==> src/rtl/fabint_pkg.sv <==
// Shared register offsets, counter width and saturating add for the fabric-interrupt controller.
package fabint_pkg;

    localparam logic [3:0] STATUS_OFS = 4'h0;
    localparam logic [3:0] CLEAR_OFS  = 4'h4;
    localparam logic [3:0] ENABLE_OFS = 4'h8;
    localparam logic [3:0] COUNT_OFS  = 4'hC;

    localparam int unsigned COUNT_W = 16;
    localparam logic [COUNT_W-1:0] COUNT_MAX = '1;

    function automatic logic [COUNT_W-1:0] sat_add(input logic [COUNT_W-1:0] base,
                                                   input logic [3:0] inc);
        logic [COUNT_W:0] sum;
        sum = {1'b0, base} + (COUNT_W + 1)'(inc);
        return sum[COUNT_W] ? COUNT_MAX : sum[COUNT_W-1:0];
    endfunction

endpackage

==> src/rtl/fabint_edge_det.sv <==
// Per-switch synchronizer and press-edge detector; FABINT_DEBOUNCE_EN adds a stability filter.
module fabint_edge_det #(
    parameter int unsigned DEBOUNCE_CYCLES = 50000
) (
    input  logic clock,
    input  logic reset_n,
    input  logic sw,
    output logic press
);

    logic sync1_q, sync2_q, sync3_q;
    logic press_q, press_d;

    always_ff @(posedge clock or negedge reset_n) begin
        if (!reset_n) begin
            sync1_q <= 1'b0;
            sync2_q <= 1'b0;
            sync3_q <= 1'b0;
            press_q <= 1'b0;
        end else begin
            sync1_q <= ~sw;
            sync2_q <= sync1_q;
            sync3_q <= sync2_q;
            press_q <= press_d;
        end
    end

`ifdef FABINT_DEBOUNCE_EN
    localparam int unsigned CNT_W = (DEBOUNCE_CYCLES > 1) ? $clog2(DEBOUNCE_CYCLES) : 1;
    localparam logic [CNT_W-1:0] CNT_LAST = CNT_W'(DEBOUNCE_CYCLES - 1);

    logic [CNT_W-1:0] cnt_q, cnt_d;
    logic             level_q, level_d;

    // Count stable cycles of a sync2 value that differs from the accepted level.
    always_comb begin
        cnt_d   = cnt_q;
        level_d = level_q;
        press_d = 1'b0;
        if ((sync2_q != sync3_q) || (sync2_q == level_q)) begin
            cnt_d = '0;
        end else if (cnt_q == CNT_LAST) begin
            cnt_d   = '0;
            level_d = sync2_q;
            press_d = sync2_q;
        end else begin
            cnt_d = cnt_q + 1'b1;
        end
    end

    always_ff @(posedge clock or negedge reset_n) begin
        if (!reset_n) begin
            cnt_q   <= '0;
            level_q <= 1'b0;
        end else begin
            cnt_q   <= cnt_d;
            level_q <= level_d;
        end
    end
`else
    assign press_d = sync2_q & ~sync3_q;
`endif

    assign press = press_q;

endmodule

==> src/rtl/fabint_ctrl.sv <==
// Fabric-interrupt controller: latched switch presses, APB3 cause registers, level interrupt.
// Optional debounce via FABINT_DEBOUNCE_EN. The interrupt port is fab_int (int is a keyword).
module fabint_ctrl
    import fabint_pkg::*;
#(
    parameter int unsigned NUM_SRC         = 2,
    parameter int unsigned DEBOUNCE_CYCLES = 50000
) (
    input  logic               clock,
    input  logic               reset_n,
    input  logic [NUM_SRC-1:0] sw,
    input  logic               psel,
    input  logic               penable,
    input  logic               pwrite,
    input  logic [3:0]         paddr,
    input  logic [31:0]        pwdata,
    output logic [31:0]        prdata,
    output logic               pready,
    output logic               pslverr,
    output logic               fab_int
);

    logic [NUM_SRC-1:0] press;
    logic [NUM_SRC-1:0] pending_q, pending_d;
    logic [NUM_SRC-1:0] enable_q, enable_d;
    logic [COUNT_W-1:0] count_q, count_d, count_base;
    logic [31:0]        prdata_q, prdata_d, rdata;
    logic               int_q;
    logic [3:0]         n_evt;
    logic [3:0]         reg_addr;
    logic               wr_en, setup;
    logic               unused_bits;

    for (genvar i = 0; i < NUM_SRC; i++) begin : g_src
        fabint_edge_det #(
            .DEBOUNCE_CYCLES(DEBOUNCE_CYCLES)
        ) u_edge (
            .clock  (clock),
            .reset_n(reset_n),
            .sw     (sw[i]),
            .press  (press[i])
        );
    end

    assign reg_addr    = {paddr[3:2], 2'b00};
    assign wr_en       = psel & penable & pwrite;
    assign setup       = psel & ~penable;
    assign unused_bits = ^{paddr[1:0], pwdata};

    always_comb begin
        n_evt = '0;
        for (int i = 0; i < NUM_SRC; i++) begin
            n_evt = n_evt + 4'(press[i]);
        end
    end

    always_comb begin
        // A new event always wins over a same-cycle clear.
        pending_d  = pending_q | press;
        enable_d   = enable_q;
        count_base = count_q;
        if (wr_en) begin
            case (reg_addr)
                CLEAR_OFS:  pending_d = (pending_q & ~pwdata[NUM_SRC-1:0]) | press;
                ENABLE_OFS: enable_d = pwdata[NUM_SRC-1:0];
                COUNT_OFS:  count_base = '0;
                default:    ;
            endcase
        end
        count_d = sat_add(count_base, n_evt);

        rdata = '0;
        case (reg_addr)
            STATUS_OFS: rdata[NUM_SRC-1:0] = pending_q;
            ENABLE_OFS: rdata[NUM_SRC-1:0] = enable_q;
            COUNT_OFS:  rdata[COUNT_W-1:0] = count_q;
            default:    ;
        endcase
        prdata_d = setup ? rdata : prdata_q;
    end

    always_ff @(posedge clock or negedge reset_n) begin
        if (!reset_n) begin
            pending_q <= '0;
            enable_q  <= '1;
            count_q   <= '0;
            prdata_q  <= '0;
            int_q     <= 1'b0;
        end else begin
            pending_q <= pending_d;
            enable_q  <= enable_d;
            count_q   <= count_d;
            prdata_q  <= prdata_d;
            int_q     <= |(pending_q & enable_q);
        end
    end

    assign prdata  = prdata_q;
    assign pready  = 1'b1;
    assign pslverr = 1'b0;
    assign fab_int = int_q;

endmodule
==> config.mk <==
export PLATFORM = sky130hd
export DESIGN_NAME = fabint_ctrl
export DESIGN_NICKNAME = d
export VERILOG_FILES = /design/src/rtl/fabint_pkg.sv /design/src/rtl/fabint_edge_det.sv /design/src/rtl/fabint_ctrl.sv
export SDC_FILE = /design/constraint.sdc
export NUM_CORES = 1
export LEC_CHECK = 0
export ABC_AREA = 1
export CAP_MARGIN = 0
export CELL_PAD_IN_SITES_DETAIL_PLACEMENT = 1
export CELL_PAD_IN_SITES_GLOBAL_PLACEMENT = 1
export CORE_MARGIN = 2
export CORE_UTILIZATION = 35
export CTS_CLUSTER_DIAMETER = 80
export CTS_CLUSTER_SIZE = 14
export DETAILED_ROUTE_END_ITERATION = 7
export PLACE_DENSITY_LB_ADDON = 0.1
export SYNTH_ARGS = -nofsm -noshare
export SYNTH_HDL_FRONTEND = slang
export SYNTH_SLANG_ARGS = --single-unit
==> constraint.sdc <==
create_clock -name clock -period 5.4 [get_ports clock]
set_clock_uncertainty 0.2 [all_clocks]
set_input_delay 1.08 -clock clock [delete_from_list [all_inputs] [get_ports clock]]
set_output_delay 1.08 -clock clock [all_outputs]
set_load 0.01 [all_outputs]
==> impl_summary.log, run 1 <==
[metrics] die area: roughly 0.0074 mm²
[metrics] wire length of the first global-routing pass: between 8 and 9 mm
[metrics] number of endpoints failing setup at the final stage: 0
[metrics] total power density per cell area: approximately 330 mW/mm²
[metrics] I/O pin cnt: 78
[metrics] Synth-to-Final Area Change: 15.6%
[metrics] number of port buffers: 27
[metrics] Seq/Total Area, Yosys: between 40% and 50%
[metrics] TritonCTS clock tree: done
[metrics] last weighted congestion value of the routability-driven placer: about 0.77
[metrics] critical path required time: 5.37 ns
[metrics] CTS root buf: sky130_fd_sc_hd__clkbuf_8
[metrics] final non-filler cell area: about 0.0027 mm²
[metrics] peak fanout along the critical path: 17
[metrics] worst hold slack across all endpoints: 0.155 ns
[metrics] min Tclk post-route: around 3.9 ns
[metrics] portion of synthesized cell area occupied by the leading cell type: 46.0%
[metrics] Largest stage delay, worst path: roughly 0.83 ns
[metrics] Synth area leaders: sky130_fd_sc_hd__dfrtp_1 46%, sky130_fd_sc_hd__o21ai_0 6.4%, sky130_fd_sc_hd__nand2_1 5.9%
[metrics] initial antenna violation count: 0
[metrics] routed wire length: about 5.3 mm
[metrics] violated checks: DRC
[metrics] Setup CP Type: in -> reg
[metrics] async set-or-reset flop fraction in the synthesized netlist: 100%
[metrics] number of buffers inserted for hold repair after clock tree synthesis: 0
[metrics] crit share post-route: 71.4%
[metrics] first drt pass iteration count: 8
[metrics] GRT overflow: 0
[metrics] DRC errors left: 5
[metrics] leading area contributor after synthesis: sky130_fd_sc_hd__dfrtp_1
[metrics] remaining max-slew budget at the tightest pin: 31.3%
[metrics] dpl hpwl: roughly 3.8 mm
[metrics] number of hold-slack violations in the final timing report: 0
[metrics] total inserted antenna cells: 0
[metrics] RSZ-0062 raised after global routing: false
[metrics] number of clock buffers inserted by TritonCTS: 5
[metrics] worst-case setup margin in the final layout: approximately 1.5 ns
[metrics] crit path buf inv count: 2
[metrics] setup slack after placement: ~1.2 ns
[metrics] Static Leak: between 0.001 and 0.0015 µW
[metrics] die width: 85.8 µm
[metrics] path class of the lowest-slack min-delay path: reg -> reg
[metrics] number of synthesis warnings: 0
[metrics] max-slew violation count: 0
[metrics] insertion delay of the later-clocked pin in the worst-skew pair: 0.30 ns
[metrics] top cells by count, synth: 43 x sky130_fd_sc_hd__dfrtp_1, 37 x sky130_fd_sc_hd__nand2_1, 30 x sky130_fd_sc_hd__inv_1, 30 x sky130_fd_sc_hd__o21ai_0, 24 x sky130_fd_sc_hd__nor2_1
[metrics] routed wire length per instance: ~14 µm
[metrics] number of buffers added for setup after CTS: 0
[metrics] peak supply drop: approximately 0.1 mV
[metrics] final core occ: a little over two fifths
[metrics] via count: roughly 1,800
[metrics] number of library cell types mapped by synthesis: 33
[metrics] family with the most delay on the worst path: simple AND/OR/NAND/NOR gates
[metrics] Initial Util: approximately 36%
[metrics] most common cell in the synthesized netlist: sky130_fd_sc_hd__dfrtp_1
[metrics] First DRT Iteration DRCs: just over 80
[metrics] die height: 85.8 µm
[metrics] synthesized instance count: approximately 270
[metrics] Setup TNS Final: 0 ns
[metrics] number of instances resized during post-cts repair: 0
[metrics] share of layout cells above drive strength 1: about 14%
[metrics] number of max-cap violations: 0
[metrics] area of the core: about 0.0064 mm²
[metrics] Synth Register Bits: 45
[metrics] clock transition at the registers of the reported paths: roughly 0.090 ns
[metrics] Worst Max-Slew Pin Slew: 1.03 ns
[metrics] Netlist Area Pre-Place: 0.00234 mm²
[metrics] most used flip-flop cell after synthesis: sky130_fd_sc_hd__dfrtp_1
[metrics] number of nets with antenna violations after detailed routing: 0
[metrics] arrival time reported for the critical path endpoint: approximately 3.8 ns
[metrics] Crit. End Element: register
[metrics] global routing usage summed across all routing layers: roughly 16%
[metrics] number of H-tree levels: 2
[metrics] Post-Place Cell Area: approximately 0.0026 mm²
[metrics] number of global-route vias before repair: between 1,500 and 2,000
[metrics] CTS sink count: 45
[metrics] Achievable Freq: roughly 260 MHz
[metrics] worst-case clock buffer depth: 2
[metrics] CP cell instances: clkdlybuf4s50_1 > nand3_2 > nor2_4 > nor2_1 > fa_1 > ha_1 > nand4_2 > inv_2 > nand4_4 > nand3_1
[metrics] number of enable flip-flop cells after synthesis: 0
[metrics] type of element launching the critical path: input pin
[metrics] Via density: 4.80
[metrics] outcome: complete, but fails checks
[metrics] number of nets in the finished design: roughly 340
[metrics] pin count of the biggest net entering global routing: 46
[metrics] number of placement rows: 29
[metrics] Slowest-stage cell, CP: sky130_fd_sc_hd__clkdlybuf4s50_1
[metrics] mean post-synth cell area: just under 9 µm²
[metrics by stage]
| step | std cells | total power (µW) |
|---|---|---|
| 5_1_grt | 371 | 956 |
| 2_1_floorplan | 282 | 572 |
| 4_1_cts | 371 | 912 |
| 3_3_place_gp | 363 | 644 |
| 6_report | 371 | 898 |
| 3_5_place_dp | 363 | 652 |
[routing by layer]
metal | part of all wire (%) | vias up | GRT usage [%] | routed length, µm
met5 | 0 | - | 0 | 0
met3 | 4.9 | 9 | 2.50 | 256
met4 | 1.7 | 0 | 5.63 | 88
met2 | 43 | 54 | 23.7 | 2260
li1 | - | 876 | - | -
met1 | 50 | 843 | 22.5 | 2650
[registers in the layout, summed over array words and instances, names as in the netlist]
register              flops
g_src.u_edge.sync1_q      2
g_src.u_edge.press        2
fab_int                   1
prdata                   16
enable_q                  2
pending_q                 2
g_src.u_edge.sync2_q      2
g_src.u_edge.sync3_q      2
count_q                  16
[path summary, 6_finish.rpt]
| kind | from | end | slack (ns) | depth (start not counted) |
|---|---|---|---|---|
| worst max-delay path | penable | count_q[11]$_DFF_PN0_ | 1.55 | 10 |
| worst min-delay path | g_src[1].u_edge.sync1_q$_DFF_PN0_ | g_src[1].u_edge.sync2_q$_DFF_PN0_ | 0.16 | 0 |
| worst max register to register | count_q[0]$_DFF_PN0_ | count_q[11]$_DFF_PN0_ | 3.32 | 8 |
| worst min register to register | g_src[1].u_edge.sync1_q$_DFF_PN0_ | g_src[1].u_edge.sync2_q$_DFF_PN0_ | 0.16 | 0 |
| max in group asynchronous | reset_n | count_q[3]$_DFF_PN0_ | 3.61 | 1 |
| min in group asynchronous | reset_n | g_src[0].u_edge.press$_DFF_PN0_ | 0.76 | 1 |
[cells in the final DEF (no fill, tap or decap), types with 2 or more instances in the layout]
| master | synthesis | final |
|---|---|---|
| sky130_fd_sc_hd__nand2_4 | 2 | 2 |
| sky130_fd_sc_hd__nand3_1 | 23 | 23 |
| sky130_fd_sc_hd__inv_2 | 4 | 4 |
| sky130_fd_sc_hd__clkdlybuf4s50_1 | 0 | 26 |
| sky130_fd_sc_hd__nand2_2 | 5 | 5 |
| sky130_fd_sc_hd__dfrtp_1 | 43 | 43 |
| sky130_fd_sc_hd__nor2_2 | 5 | 5 |
| sky130_fd_sc_hd__inv_1 | 30 | 30 |
| sky130_fd_sc_hd__a21oi_1 | 2 | 2 |
| sky130_fd_sc_hd__conb_1 | 2 | 18 |
| sky130_fd_sc_hd__dfstp_2 | 2 | 2 |
| sky130_fd_sc_hd__mux2_2 | 2 | 2 |
| sky130_fd_sc_hd__nor2_4 | 2 | 2 |
| sky130_fd_sc_hd__o21bai_1 | 3 | 3 |
| sky130_fd_sc_hd__o21ai_0 | 30 | 30 |
| sky130_fd_sc_hd__nand4_1 | 4 | 4 |
| sky130_fd_sc_hd__nor2_1 | 24 | 24 |
| sky130_fd_sc_hd__xor2_1 | 2 | 2 |
| sky130_fd_sc_hd__o211ai_1 | 3 | 3 |
| sky130_fd_sc_hd__nand3_2 | 8 | 8 |
| sky130_fd_sc_hd__clkbuf_8 | 0 | 5 |
| sky130_fd_sc_hd__nand2_1 | 37 | 37 |
[cell type report]
type                            instances  area, µm²
Multi-Input combinational cell        179        968
Timing Repair Buffer                   27        265
Tap cell                               77       96.3
Clock inverter                          2       38.8
Fill cell                             774       3720
Inverter                               35        134
Clock buffer                            6       72.6
Sequential cell                        45       1130
[report_power, final]
group	switching (µW)	total, µW	leakage, µW	internal (µW)
registers	40.8	434	0.000569	393
clock network	117	256	0.0000554	139
logic	119	209	0.000681	89.7
total	277	898	0.00130	621
[worst reg2reg max path, stage by stage, from the launching register on]
cell,delay (ns)
sky130_fd_sc_hd__dfrtp_1,0.37
sky130_fd_sc_hd__inv_1,0.08
sky130_fd_sc_hd__nor2_1,0.06
sky130_fd_sc_hd__fa_1,0.40
sky130_fd_sc_hd__ha_1,0.24
sky130_fd_sc_hd__nand4_2,0.14
sky130_fd_sc_hd__inv_2,0.09
sky130_fd_sc_hd__nand4_4,0.24
sky130_fd_sc_hd__nand3_1,0.13
[logic make-up (layout without fill, tap and decap cells)]
family	count (synthesis)	in the layout	share of synthesized area, %
AOI/OAI and AO/OA	40	40	9.36
buffers and inverters	58	70	12.9
adders and majority gates	2	2	1.39
other	2	18	0.321
DFF	45	45	48.2
muxes	2	2	0.962
xor gates and xnor gates	2	2	0.749
and+or+nand+nor	115	115	26.0
No activity file was read; power rests on OpenSTA's default activity.
==> run 2: changes to the inputs <==
CORE_UTILIZATION = 30   (was 35)
clock period = 3.4 ns   (was 5.4 ns; I/O delays follow)
==> run 2 against run 1 <==
Compared with the run above: the run now ends clean; combinational power increased by 59%; sequential power increased by 58%; utilization decreased by 6.0 points; critical endpoint unchanged; flip-flop and latch count unchanged; worst hold slack improved by 0.0013 ns; via count increased by 0.45%; critical path type unchanged.
==> impl_summary.log, run 2 (same netlist as run 1, synthesis figures left out) <==
[metrics] last weighted congestion value of the routability-driven placer: 0.737 (-3.8%)
[metrics] Initial Util: 30.6% (-5.8 points)
[metrics] pin count of the biggest net entering global routing: 46 (unchanged)
[metrics] highest-count cells in the layout ignoring fill and taps: 43 x sky130_fd_sc_hd__dfrtp_1, 37 x sky130_fd_sc_hd__nand2_1, 30 x sky130_fd_sc_hd__inv_1, 30 x sky130_fd_sc_hd__o21ai_0, 26 x sky130_fd_sc_hd__clkdlybuf4s50_1
[metrics] Worst Max-Slew Pin Slew: 1.02 ns (-0.00677 ns)
[metrics] routed wire length: 5.33 mm (+1.4%)
[metrics] worst hold slack across all endpoints: 0.157 ns (+0.00134 ns)
[metrics] First DRT Iteration DRCs: 61 (-25%)
[metrics] die area: 0.00852 mm² (+16%)
[metrics] Synth-to-Final Area Change: 17.9%
[metrics] path class of the lowest-slack min-delay path: reg -> reg
[metrics] number of endpoints failing setup at the final stage: 0 (unchanged)
[metrics] CTS root buf: sky130_fd_sc_hd__clkbuf_8
[metrics] TritonCTS clock tree: done
[metrics] number of buffers inserted for hold repair after clock tree synthesis: 0 (unchanged)
[metrics] number of nets with antenna violations after detailed routing: 0 (unchanged)
[metrics] Static Leak: 0.00132 µW (+0.94%)
[metrics] peak fanout along the critical path: 15 (-2)
[metrics] die width: 92.3 µm (+7.6%)
[metrics] critical path required time: 3.37 ns (-2.00 ns)
[metrics] number of buffers added for setup after CTS: 0 (unchanged)
[metrics] dpl hpwl: 3.95 mm (+4.1%)
[metrics] first drt pass iteration count: 4 (-4)
[metrics] number of H-tree levels: 2 (unchanged)
[metrics] CTS sink count: 45 (unchanged)
[metrics] arrival time reported for the critical path endpoint: 2.80 ns (-1.03 ns)
[metrics] number of max-cap violations: 0 (unchanged)
[metrics] min Tclk post-route: around 2.8 ns
[metrics] number of instances resized during post-cts repair: 0 (unchanged)
[metrics] number of port buffers: 27 (unchanged)
[metrics] remaining max-slew budget at the tightest pin: 31.8% (+0.45 points)
[metrics] number of inserted filler cells in the final layout: 929 (+20%)
[metrics] DRC errors left: 0 (-5)
[metrics] Placed Cells incl. Taps: 390 (+7.4%)
[metrics] Via density: 4.50 (-6.4%)
[metrics] area of the core: 0.00765 mm² (+19%)
[metrics] multi-input gate area in the final layout: 968 µm² (unchanged)
[metrics] wire length of the first global-routing pass: 9.10 mm (+1.8%)
[metrics] share of layout cells above drive strength 1: 15.2% (+0.92 points)
[metrics] Setup TNS Final: 0 ns (unchanged)
[metrics] global routing usage summed across all routing layers: 13.6% (-2.0 points)
[metrics] insertion delay of the later-clocked pin in the worst-skew pair: 0.30 ns (about the same)
[metrics] overall power consumption: 1450 µW (+61%)
[metrics] I/O pin cnt: 78 (unchanged)
[metrics] leading cell type in the layout, fill and taps excluded: sky130_fd_sc_hd__dfrtp_1
[metrics] RSZ-0062 raised after global routing: false
[metrics] die height: 92.3 µm (+7.6%)
[metrics] total power density per cell area: 524 mW/mm² (+58%)
[metrics] total inserted antenna cells: 0 (unchanged)
[metrics] number of placement rows: 32 (+10%)
[metrics] outcome: finished clean
[metrics] Crit. End Element: register
[metrics] clock transition at the registers of the reported paths: 0.09 ns (about the same)
[metrics] number of nets in the finished design: 340 (+0.59%)
[metrics] number of hold-slack violations in the final timing report: 0 (unchanged)
[metrics] peak supply drop: 0.157 mV (+55%)
[metrics] type of element launching the critical path: input pin
[metrics] Achievable Freq: around 350 MHz
[metrics] FF+latch area: 0.00113 mm² (unchanged)
[metrics] count of non-filler cells in the finished layout: 398 (+7.3%)
[metrics] initial antenna violation count: 0 (unchanged)
[metrics] Setup CP Type: in -> reg
[metrics] final non-filler cell area: 0.00276 mm² (+2.0%)
[metrics] via count: 1,790 (+0.45%)
[metrics] crit share post-route: 83.3%
[metrics] number of global-route vias before repair: 1,849 (+5.4%)
[metrics] max-slew violation count: 0 (unchanged)
[metrics] routed wire length per instance: 13.4 µm (-5.5%)
[metrics] number of clock buffers inserted by TritonCTS: 5 (unchanged)
[metrics] GRT overflow: 0 (unchanged)
[metrics] worst-case clock buffer depth: 2 (unchanged)
[metrics] Post-Place Cell Area: 0.00264 mm² (+1.8%)
[run 2: changes by cell type in the layout (fill, tap and decap cells not counted), sizes merged]
cell      delta
buf          +2
clkinvlp     +1
clkinv       -1
[run 2: through the flow]
| step | setup WS, ns | utilization (%) |
|---|---|---|
| 2_1_floorplan | 0.931 | - |
| 3_3_place_gp | 0.214 | 34.5 |
| 3_5_place_dp | 0.212 | 34.5 |
| 4_1_cts | 0.545 | 36.1 |
| 5_1_grt | 0.424 | 36.1 |
| 6_report | 0.568 | 36.1 |
[run 2: worst paths after layout]
kind / from / endpoint / slack, ns / cells after the start
hold / removal: g_src[0].u_edge.sync1_q$_DFF_PN0_ / g_src[0].u_edge.sync2_q$_DFF_PN0_ / 0.16 / 0
max in group asynchronous: reset_n / prdata[9]$_DFFE_PN0P_ / 2.02 / 1
setup reg to reg: count_q[0]$_DFF_PN0_ / count_q[11]$_DFF_PN0_ / 1.33 / 8
hold reg to reg: g_src[0].u_edge.sync1_q$_DFF_PN0_ / g_src[0].u_edge.sync2_q$_DFF_PN0_ / 0.16 / 0
setup / recovery: paddr[3] / count_q[11]$_DFF_PN0_ / 0.57 / 10
min in group asynchronous: reset_n / prdata[1]$_DFFE_PN0P_ / 0.35 / 1
[run 2: power by group]
group          switching, µW  internal (µW)  leakage (µW)
clock                    189            239     0.0000574
combinational            189            143      0.000691
sequential              63.1            624      0.000569
[run 2: cell type report]
type | count | area share [%]
inverters | 35 | 4.85
well taps | 102 | 4.63
clock buffers | 6 | 2.99
clock inverters | 2 | 1.36
multi-input cells | 179 | 35.1
repair buffers | 29 | 10.2
flip-flops and latches | 45 | 40.9
[run 2: per-layer routing]
metal / vias up / GRT usage, % / part of all wire (%)
met4: 0 / 3.73 / 1.1
met1: 864 / 18.4 / 50
met2: 40 / 22.3 / 45
met3: 4 / 2.60 / 3.4
met5: - / 0 / 0
li1: 882 / - / -
[run 2: worst max-delay path, stage by stage]
cell	delay (ns)
sky130_fd_sc_hd__clkdlybuf4s50_1	0.58
sky130_fd_sc_hd__nand2_4	0.12
sky130_fd_sc_hd__nor2_4	0.13
sky130_fd_sc_hd__nor2_1	0.06
sky130_fd_sc_hd__fa_1	0.40
sky130_fd_sc_hd__ha_1	0.24
sky130_fd_sc_hd__nand4_2	0.14
sky130_fd_sc_hd__inv_2	0.09
sky130_fd_sc_hd__nand4_4	0.23
sky130_fd_sc_hd__nand3_1	0.13
